`src/rtl/stream_mux_arb.sv`:
```
// stream_mux_arb: N-channel valid/ready stream multiplexer with a registered
// output stage and packet-atomic arbitration. The channel comes from an
// external select (MODE=0) or from a round-robin search (MODE=1). Once a
// multi-beat packet starts, its grant is held until the last beat is taken.
module stream_mux_arb #(
  parameter int unsigned  WIDTH    = 32,
  parameter int unsigned  CHANNELS = 4,
  parameter int unsigned  MODE     = 0,
  localparam int unsigned SELW     = $clog2(CHANNELS)
) (
  input  logic                        clk,
  input  logic                        rst_n,
  input  logic [CHANNELS-1:0]         in_valid,
  input  logic [CHANNELS*WIDTH-1:0]   in_data,
  input  logic [CHANNELS-1:0]         in_last,
  output logic [CHANNELS-1:0]         in_ready,
  input  logic [SELW-1:0]             select,
  output logic                        out_valid,
  output logic [WIDTH-1:0]            out_data,
  output logic                        out_last,
  output logic [SELW-1:0]             out_channel,
  input  logic                        out_ready
);

  typedef enum logic {
    ARB  = 1'b0,
    LOCK = 1'b1
  } state_e;

  state_e            state_q, state_d;
  logic [SELW-1:0]   lock_ch_q, lock_ch_d;
  logic [SELW-1:0]   rr_ptr_q, rr_ptr_d;
  logic              out_valid_q, out_valid_d;
  logic [WIDTH-1:0]  out_data_q, out_data_d;
  logic              out_last_q, out_last_d;
  logic [SELW-1:0]   out_channel_q, out_channel_d;

  logic [SELW-1:0]   rr_cand;
  logic [SELW-1:0]   rr_gnt;
  logic              rr_vld;
  logic [SELW-1:0]   gnt;
  logic              gnt_vld;
  logic              sel_valid;
  logic              sel_last;
  logic [WIDTH-1:0]  sel_data;
  logic              space;
  logic              accept;
  logic [SELW-1:0]   rr_next;

  // Round-robin search: first valid channel at or above rr_ptr, wrapping.
  always_comb begin
    rr_cand = '0;
    rr_gnt  = '0;
    rr_vld  = 1'b0;
    for (int unsigned k = 0; k < CHANNELS; k++) begin
      rr_cand = SELW'((32'(rr_ptr_q) + k) % CHANNELS);
      if (!rr_vld && in_valid[rr_cand]) begin
        rr_gnt = rr_cand;
        rr_vld = 1'b1;
      end
    end
  end

  // Grant selection: locked channel wins; otherwise select or round-robin.
  always_comb begin
    gnt     = '0;
    gnt_vld = 1'b0;
    if (state_q == LOCK) begin
      gnt     = lock_ch_q;
      gnt_vld = 1'b1;
    end else if (MODE == 0) begin
      gnt     = select;
      // Out-of-range select (non-power-of-two CHANNELS) yields no grant.
      gnt_vld = (32'(select) < CHANNELS);
    end else begin
      gnt     = rr_gnt;
      gnt_vld = rr_vld;
    end
  end

  // Multiplex the granted channel's beat; other channels never reach output.
  always_comb begin
    sel_valid = 1'b0;
    sel_last  = 1'b0;
    sel_data  = '0;
    for (int unsigned i = 0; i < CHANNELS; i++) begin
      if (gnt == SELW'(i)) begin
        sel_valid = in_valid[i];
        sel_last  = in_last[i];
        sel_data  = in_data[i*WIDTH +: WIDTH];
      end
    end
  end

  // Handshake: ready goes only to the granted channel, independent of its valid.
  always_comb begin
    space    = !out_valid_q || out_ready;
    in_ready = '0;
    for (int unsigned i = 0; i < CHANNELS; i++) begin
      in_ready[i] = gnt_vld && space && (gnt == SELW'(i));
    end
    accept   = gnt_vld && space && sel_valid;
    rr_next  = (gnt == SELW'(CHANNELS - 1)) ? '0 : gnt + SELW'(1);
  end

  // Next-state logic for the packet lock FSM and the round-robin pointer.
  always_comb begin
    state_d   = state_q;
    lock_ch_d = lock_ch_q;
    rr_ptr_d  = rr_ptr_q;
    case (state_q)
      ARB: begin
        if (accept && !sel_last) begin
          state_d   = LOCK;
          lock_ch_d = gnt;
        end
      end
      LOCK: begin
        if (accept && sel_last) begin
          state_d = ARB;
        end
      end
      default: state_d = ARB;
    endcase
    if (accept && sel_last) begin
      rr_ptr_d = rr_next;
    end
  end

  // Output register: load on accept, drain when consumer takes the beat.
  always_comb begin
    out_valid_d   = out_valid_q;
    out_data_d    = out_data_q;
    out_last_d    = out_last_q;
    out_channel_d = out_channel_q;
    if (accept) begin
      out_valid_d   = 1'b1;
      out_data_d    = sel_data;
      out_last_d    = sel_last;
      out_channel_d = gnt;
    end else if (out_ready) begin
      out_valid_d   = 1'b0;
    end
  end

  // State and output registers with asynchronous active-low reset.
  always_ff @(posedge clk or negedge rst_n) begin
    if (!rst_n) begin
      state_q       <= ARB;
      lock_ch_q     <= '0;
      rr_ptr_q      <= '0;
      out_valid_q   <= 1'b0;
      out_data_q    <= '0;
      out_last_q    <= 1'b0;
      out_channel_q <= '0;
    end else begin
      state_q       <= state_d;
      lock_ch_q     <= lock_ch_d;
      rr_ptr_q      <= rr_ptr_d;
      out_valid_q   <= out_valid_d;
      out_data_q    <= out_data_d;
      out_last_q    <= out_last_d;
      out_channel_q <= out_channel_d;
    end
  end

  assign out_valid   = out_valid_q;
  assign out_data    = out_data_q;
  assign out_last    = out_last_q;
  assign out_channel = out_channel_q;

endmodule

```
`config.mk`:
```
export PLATFORM = sky130hd
export DESIGN_NAME = stream_mux_arb
export DESIGN_NICKNAME = d
export VERILOG_FILES = /design/src/rtl/stream_mux_arb.sv
export SDC_FILE = /design/constraint.sdc
export NUM_CORES = 1
export LEC_CHECK = 0
export CAP_MARGIN = 10
export CORE_ASPECT_RATIO = 2
export CORE_MARGIN = 1.5
export CORE_UTILIZATION = 37
export CTS_CLUSTER_SIZE = 12
export DETAILED_ROUTE_END_ITERATION = 10
export PLACE_DENSITY = 0.84
export SETUP_SLACK_MARGIN = 0.4
export SKIP_CTS_REPAIR_TIMING = 1
export SLEW_MARGIN = 25
export SYNTH_ARGS = -nofsm -noshare
export SYNTH_HDL_FRONTEND = slang
export SYNTH_SLANG_ARGS = --single-unit
export TNS_END_PERCENT = 5
```
`constraint.sdc`:
```
create_clock -name clk -period 2.54 [get_ports clk]
set_input_delay 0.381 -clock clk [delete_from_list [all_inputs] [get_ports clk]]
set_output_delay 0.381 -clock clk [all_outputs]
set_load 0.1 [all_outputs]
```
==> flow_summary.yaml, run 1 <==
status:
  status: "complete, no violations"
setup_path:
  arrival_ns: 1.81
  cp-start-kind: "register"
  crit_path_max_fanout: 67
  end_kind: "output port"
  worst-setup-path-type: "register to output port"
  required_ns: 2.16
timing:
  layout_min_cycle_time_ns: 2.19
  setup_viol: 0
  period_share: 0.861
  fin_skew_ns: 0.00511
  final_hold_viol_count: 0
  drv_slew: 0
  finalSetupTns_ns: 0
  rsz0062_at_grt: "true"
  slew_headroom: 0.602
  worstMarginPinSlew_ns: 0.598
  fmax_mhz: 457
global_route:
  grt_pass1_wl_mm: 14.6
  antenna_found_initial: 0
  grt_max_degree: 71
  track_usage: 0.232
  grt_pass1_vias: 3049
  overflow: 0
finish:
  final_layout_size_suffix_gt1_frac: 0.230
  syn2layout_area_growth_pct: 81.7
  layout.nets: 614
  instances_no_fill: 566
  antenna_cells: 0
drt:
  via_per_inst: 5.19
  drc_errors: 0
  wire_per_inst_um: 17.3
  drt_wl_total_mm: 9.79
  initialDrtViolationCount: 82
  ant_nets: 0
  dr_total_vias: 2939
  dr.pass1.iters: 4
synth:
  synth_ff_type: "dfrtp_1"
  seq_area_frac_synth: 0.357
  synth.cell_area_um2: 2740
  avgSynthCellArea_um2: 9.34
  ys_warn_count: 0
  synthesis.nets: 434
  synthCells: 293
  synth.distinct_cells: 31
  async_flop_share: 1.00
  synth_edf_count: 0
  synth_seq_cells: 39
power:
  p_per_area_nw_per_um2: 1600
  p_sw_mw: 4.37
  peakVddDrop_mv: 1.04
  p_sw_frac: 0.548
  p_seq_frac: 0.151
  clockPowerShare: 0.090
  p_leak_nw: 2.10
  power.internal_mw: 3.60
  p_comb_frac: 0.759
cts:
  clk_pin_slew_ns: 0.05
  cts_tree: "built"
  h-tree-depth: 2
  clk_path_buf_depth: 2
  cts_sinks: 39
  cts_made_buffers: 5
  root_buffer: "clkbuf_16"
  clk_latency_ns: 0.28
floorplanning:
  core_area_um2: 7210
  fp-row-count: 44
  die_w_um: 63.8
  die_area_um2: 7950
  io_pins: 181
  initial_utilization: 0.379
  die_h_um: 125
placed_design:
  post-dp-hpwl_mm: 7.08
  portBuffers: 180
  dpl.cell_count: 546
  gp_congestion: 0.904
job:
  max-cap-violations: 0
hold_path:
  hold_class: "input port to async pin"
-- through the flow --
step | cell area (um2) | hold WS [ns] | utilization | power, mW | worst slack [ns]
floorplan | 2810 | 0.0854 | - | 5.61 | 0.201
global placement | 4630 | 0.419 | 0.642 | 6.83 | 0.123
detailed placement | 4630 | 0.421 | 0.642 | 6.95 | -0.0263
CTS | 4810 | 0.126 | 0.666 | 7.70 | 0.0884
global route | 4970 | 0.152 | 0.689 | 8.31 | 0.274
finish | 4970 | 0.108 | 0.689 | 7.97 | 0.354
-- per-layer routing --
metal | share of wire | track usage | up-vias
met5 | 0 | 0 | -
met4 | 0.037 | 0.101 | 0
met3 | 0.047 | 0.0407 | 25
met2 | 0.58 | 0.450 | 131
met1 | 0.34 | 0.228 | 1373
li1 | - | - | 1410
-- flip-flops by register name, indices dropped and copies added (netlist names) --
register     count
out_data        32
lock_ch_q        2
out_channel      2
out_last         1
out_valid        1
state_q          1
-- cell usage in the layout (no fill, tap or decap), types with 2 or more instances in the layout --
cell type / synthesis / routed
dfrtp_1: 39 / 37
mux2i_1: 4 / 4
mux2_1: 8 / 8
mux2_4: 27 / 28
a211oi_1: 33 / 33
clkdlybuf4s50_1: 0 / 137
a31oi_1: 32 / 32
buf_4: 0 / 47
and2_0: 31 / 31
o21ai_1: 2 / 2
dlymetal6s2s_1: 0 / 2
o21ai_0: 2 / 2
buf_12: 0 / 11
clkbuf_16: 0 / 7
mux2i_4: 1 / 2
dfrtp_2: 0 / 2
and2_1: 3 / 3
nand2_1: 64 / 64
nor3b_4: 0 / 2
-- Yosys cell counts, types with 3 or more instances --
| cell | number | area share |
|---|---|---|
| buf_6 | 5 | 0.021 |
| clkbuf_1 | 22 | 0.030 |
| mux2_1 | 8 | 0.033 |
| mux2_4 | 27 | 0.15 |
| nand2_1 | 64 | 0.088 |
| and2_0 | 31 | 0.071 |
| a211oi_1 | 33 | 0.091 |
| mux2i_1 | 4 | 0.015 |
| dfrtp_1 | 39 | 0.36 |
| a31oi_1 | 32 | 0.073 |
| and2_1 | 3 | 0.0069 |
-- power groups by stage --
stage	combinational (mW)	clock [mW]	sequential [mW]
final	6.05	0.715	1.20
after global routing	6.31	0.758	1.24
after CTS	5.77	0.733	1.20
after detailed placement	5.75	0	1.20
after global placement	5.64	0	1.19
after floorplan	2.34	0	3.27
-- area by class of cell --
type,count,area [um2]
inverter,1,3.75
multi-input combinational,226,1680
sequential,39,978
timing repair buffer,200,2020
clock buffer,6,139
tap,92,115
fill,578,2240
clock inverter,2,35.0
-- path summary, 6_finish.rpt --
kind                        startpoint            to  slack (ns)  depth (start not counted)
setup reg to reg               state_q  out_data[31]        0.39                          7
setup / recovery               state_q   in_ready[2]        0.35                          5
min in group clk           out_data[2]   out_data[2]        0.50                          1
max in group asynchronous        rst_n  lock_ch_q[0]        1.81                          2
hold reg to reg            out_data[2]   out_data[2]        0.50                          1
hold / removal                   rst_n   out_data[0]        0.11                          1
-- cell families (layout without fill, tap and decap cells) --
| family | Yosys count | in the layout | synth area share |
|---|---|---|---|
| flip-flops | 39 | 39 | 0.357 |
| multiplexers | 42 | 42 | 0.213 |
| buffers and inverters | 28 | 209 | 0.0521 |
| AND/OR/NAND/NOR | 111 | 111 | 0.195 |
| AO/OA/AOI/OAI | 73 | 73 | 0.183 |
-- critical path, stage by stage, from the launching register on --
cell     delay [ns]
dfrtp_2        0.49
buf_12         0.16
mux2i_4        0.19
buf_12         0.23
nor3b_4        0.25
buf_12         0.21
Note: power is estimated with default switching activity, not from simulation.
==> run 2: changes to the inputs <==
- clock period: 2.54 -> 2.4 ns (I/O delays scaled with it)
==> run 2 against run 1 <==
Total power up 9.4%; worst setup slack got worse by 0.056 ns; clock-buffer cell count increased by 1; clock power fell by 9.1%; global-route usage rose by 1.3 points; utilization increased by 2.5 points; final cell count up 2.8%; register-to-register slack got worse by 0.09 ns; critical path depth rose by 2; routed wire length increased by 7.7%.
==> flow_summary.yaml, run 2 (same netlist as run 1, synthesis figures left out) <==
status:
  status: "complete, no violations"
timing:
  layout_min_cycle_time_ns: 2.10
  period_share: 0.876
  drv_slew: 0
  whs_ns: 0.213
  setup_viol: 0
  final_hold_viol_count: 0
  fin_skew_ns: 0.00482
  slew_headroom: 0.396
  finalSetupTns_ns: 0
  worstMarginPinSlew_ns: 0.905
  fmax_mhz: 476
  rsz0062_at_grt: "true"
floorplanning:
  die_area_um2: 7950
  io_pins: 181
  fp-row-count: 44
  die_h_um: 125
  core_area_um2: 7210
  die_w_um: 63.8
  initial_utilization: 0.379
power:
  p_seq_frac: 0.147
  p_comb_frac: 0.778
  peakVddDrop_mv: 1.09
  power.internal_mw: 3.98
  p_sw_mw: 4.73
  clockPowerShare: 0.075
  p_sw_frac: 0.543
  p_per_area_nw_per_um2: 1690
  p_leak_nw: 2.19
  p_total_mw: 8.71
setup_path:
  required_ns: 2.55
  worst-setup-path-type: "register to register"
  crit_chain: "buf_4 > nand3b_1 > and2_4 > a31oi_4 > or2_4 > clkbuf_16 > mux2_4"
  slowest_delay_ns: 0.49
  crit_path_top_delay_cell: "dfrtp_2"
  end_kind: "register"
  crit_family: "simple AND/OR/NAND/NOR gates"
  arrival_ns: 2.26
  critPathBufInv: 2
  crit_path_max_fanout: 8
  cp-start-kind: "register"
finish:
  final_layout_size_suffix_gt1_frac: 0.265
  syn2layout_area_growth_pct: 88.3
  layout.nets: 630
  final_common_cell: "clkdlybuf4s50_1"
  regArea_um2: 981
  layout_common_cells: "137 x clkdlybuf4s50_1, 64 x nand2_1, 60 x buf_4"
  instances_no_fill: 582
  antenna_cells: 0
  multiInputGateArea_um2: 1720
  finish.utilization: 0.714
  largest_register_ffs: 32
  fillers: 539
global_route:
  antenna_found_initial: 0
  grt_pass1_vias: 3150
  track_usage: 0.245
  grt_pass1_wl_mm: 15.3
  overflow: 0
  grt_max_degree: 44
drt:
  initialDrtViolationCount: 91
  drc_errors: 0
  wire_per_inst_um: 18.1
  dr.pass1.iters: 4
  drt_wl_total_mm: 10.5
  via_per_inst: 5.25
  ant_nets: 0
  dr_total_vias: 3056
job:
  max-cap-violations: 0
cts:
  cts_made_buffers: 5
  clk_latency_ns: 0.27
  clk_path_buf_depth: 2
  cts_sinks: 39
  cts_tree: "built"
  root_buffer: "clkbuf_16"
  h-tree-depth: 2
  clk_pin_slew_ns: 0.06
placed_design:
  gp_congestion: 0.897
  portBuffers: 180
  post-dp-hpwl_mm: 7.49
  dpl.cell_count: 553
hold_path:
  hold_class: "input port to async pin"
==> run 2: stage by stage <==
| stage | area (um2) | setup slack (ns) |
|---|---|---|
| after floorplan | 2850 | 0.0818 |
| after global placement | 4670 | 0.00141 |
| after detailed placement | 4670 | -0.0534 |
| after CTS | 4820 | -0.0615 |
| after global routing | 5150 | 0.253 |
| final | 5150 | 0.297 |
==> run 2: layer usage <==
metal,GRT usage,vias to the layer above,wire length [um]
met4,0.129,0,438
met5,0,-,0
met2,0.471,112,6290
li1,-,1446,-
met1,0.242,1472,3440
met3,0.0307,26,374
==> run 2: worst paths after layout <==
| path | startpoint | endpoint | slack, ns | cells after the start |
|---|---|---|---|---|
| setup / recovery | state_q | out_data[11] | 0.30 | 7 |
| hold / removal | rst_n | out_data[0] | 0.21 | 1 |
| min in group clk | out_data[6] | out_data[6] | 0.49 | 1 |
| setup reg to reg | state_q | out_data[11] | 0.30 | 7 |
| hold reg to reg | out_data[6] | out_data[6] | 0.49 | 1 |
| max in group asynchronous | rst_n | out_valid | 1.52 | 1 |
==> run 2: area by class of cell <==
cell class                      count  share of cell area
Clock buffer                        7              0.0277
Clock inverter                      1            0.000971
Inverter                            1            0.000729
Multi-Input combinational cell    226               0.334
Sequential cell                    39               0.190
Tap cell                           92              0.0223
Timing Repair Buffer              216               0.424
==> run 2: power groups by stage <==
| stage | registers (mW) | logic, mW | clock network, mW |
|---|---|---|---|
| 3_3_place_gp | 1.27 | 6.05 | 0 |
| 6_report | 1.28 | 6.78 | 0.650 |
| 3_5_place_dp | 1.28 | 6.15 | 0 |
| 5_1_grt | 1.32 | 7.06 | 0.702 |
| 4_1_cts | 1.27 | 6.16 | 0.668 |
| 2_1_floorplan | 3.46 | 2.53 | 0 |
==> run 3: changes to the inputs <==
- CTS_BUF_LIST: not set -> sky130_fd_sc_hd__clkbuf_8
- HOLD_SLACK_MARGIN: not set -> 0.08
==> run 3 against run 2 <==
Clock skew down 0.0014 ns; routed wire length down 0.79%; register-to-register slack worse by 0.03 ns; final cell count down 0.17%; critical path type unchanged.
==> flow_summary.yaml, run 3 (same netlist as run 1, synthesis figures left out) <==
drt:
  ant_nets: 0
  wire_per_inst_um: 18.0
  drc_errors: 0
  initialDrtViolationCount: 166
  dr_total_vias: 3060
  drt_wl_total_mm: 10.5
  dr.pass1.iters: 4
  via_per_inst: 5.27
finish:
  finish.utilization: 0.703
  layout_common_cells: "137 x clkdlybuf4s50_1, 64 x nand2_1, 59 x buf_4"
  final_layout_size_suffix_gt1_frac: 0.254
  instances_no_fill: 581
  final_common_cell: "clkdlybuf4s50_1"
  fin_area_um2: 5070
  largest_register_ffs: 32
  syn2layout_area_growth_pct: 85.3
  antenna_cells: 0
  layout.nets: 629
placed_design:
  placed_cell_area_um2: 4670
  dp_slack_ns: -0.0534
  portBuffers: 180
  post-dp-hpwl_mm: 7.49
  gp_congestion: 0.897
  dpl.cell_count: 553
power:
  p_total_mw: 8.46
  peakVddDrop_mv: 1.09
  p_per_area_nw_per_um2: 1670
  p_leak_nw: 2.16
timing:
  slew_headroom: 0.404
  layout_setup_ws_ns: 0.272
  layout_min_cycle_time_ns: 2.13
  setup_viol: 0
  finalSetupTns_ns: 0
  whs_ns: 0.194
  fin_skew_ns: 0.00338
  final_hold_viol_count: 0
  fmax_mhz: 470
  drv_slew: 0
  period_share: 0.887
  worstMarginPinSlew_ns: 0.894
  rsz0062_at_grt: "true"
floorplanning:
  die_w_um: 63.8
  die_h_um: 125
  die_area_um2: 7950
  initial_utilization: 0.379
  fp-row-count: 44
  core_area_um2: 7210
  io_pins: 181
cts:
  cts_made_buffers: 5
  h-tree-depth: 2
  clk_latency_ns: 0.29
  clk_path_buf_depth: 2
  clk_pin_slew_ns: 0.07
  root_buffer: "clkbuf_8"
  cts_sinks: 39
  cts_tree: "built"
global_route:
  overflow: 0
  track_usage: 0.245
  antenna_found_initial: 0
  grt_max_degree: 44
  grt_pass1_wl_mm: 15.4
  grt_pass1_vias: 3149
hold_path:
  hold_class: "input port to async pin"
setup_path:
  required_ns: 2.57
  crit_path_max_fanout: 8
  arrival_ns: 2.30
  cp-start-kind: "register"
  reg2reg_slack_ns: 0.27
  worst-setup-path-type: "register to register"
  end_kind: "register"
status:
  status: "complete, no violations"
job:
  max-cap-violations: 0
## run 3: layout make-up
cell class / instances / area (um2)
multi-input combinational: 226 / 1700
tap: 92 / 115
sequential: 39 / 981
timing repair buffer: 215 / 2180
fill: 564 / 2140
clock inverter: 2 / 8.76
clock buffer: 6 / 82.6
inverter: 1 / 3.75
## run 3: worst max-delay path: stages (launching register included)
cell and delay, ns:
dfrtp_2 0.50, buf_4 0.18, nand3b_1 0.17, a21boi_1 0.28
a31oi_4 0.06, or2_4 0.33, clkbuf_16 0.19, mux2_4 0.30
## run 3: worst paths after layout
check / start / endpoint / depth (start not counted)
worst max-delay path: state_q / out_data[11] / 7
worst min-delay path: rst_n / out_data[0] / 1
min in group clk: out_data[6] / out_data[6] / 1
max in group asynchronous: rst_n / out_valid / 1
worst max register to register: state_q / out_data[11] / 7
worst min register to register: out_data[6] / out_data[6] / 1
## run 3: where the power goes
group	total (mW)	internal (mW)	switching, mW
logic	6.73	2.51	4.22
registers	1.28	1.02	0.255
clock network	0.448	0.228	0.221
total	8.46	3.76	4.69
## run 3: layer usage
layer | GRT usage | wire, um | vias to the layer above
li1 | - | - | 1442
met1 | 0.243 | 3500 | 1466
met2 | 0.469 | 6090 | 123
met3 | 0.0334 | 398 | 29
met4 | 0.129 | 465 | 0
met5 | 0 | 0 | -
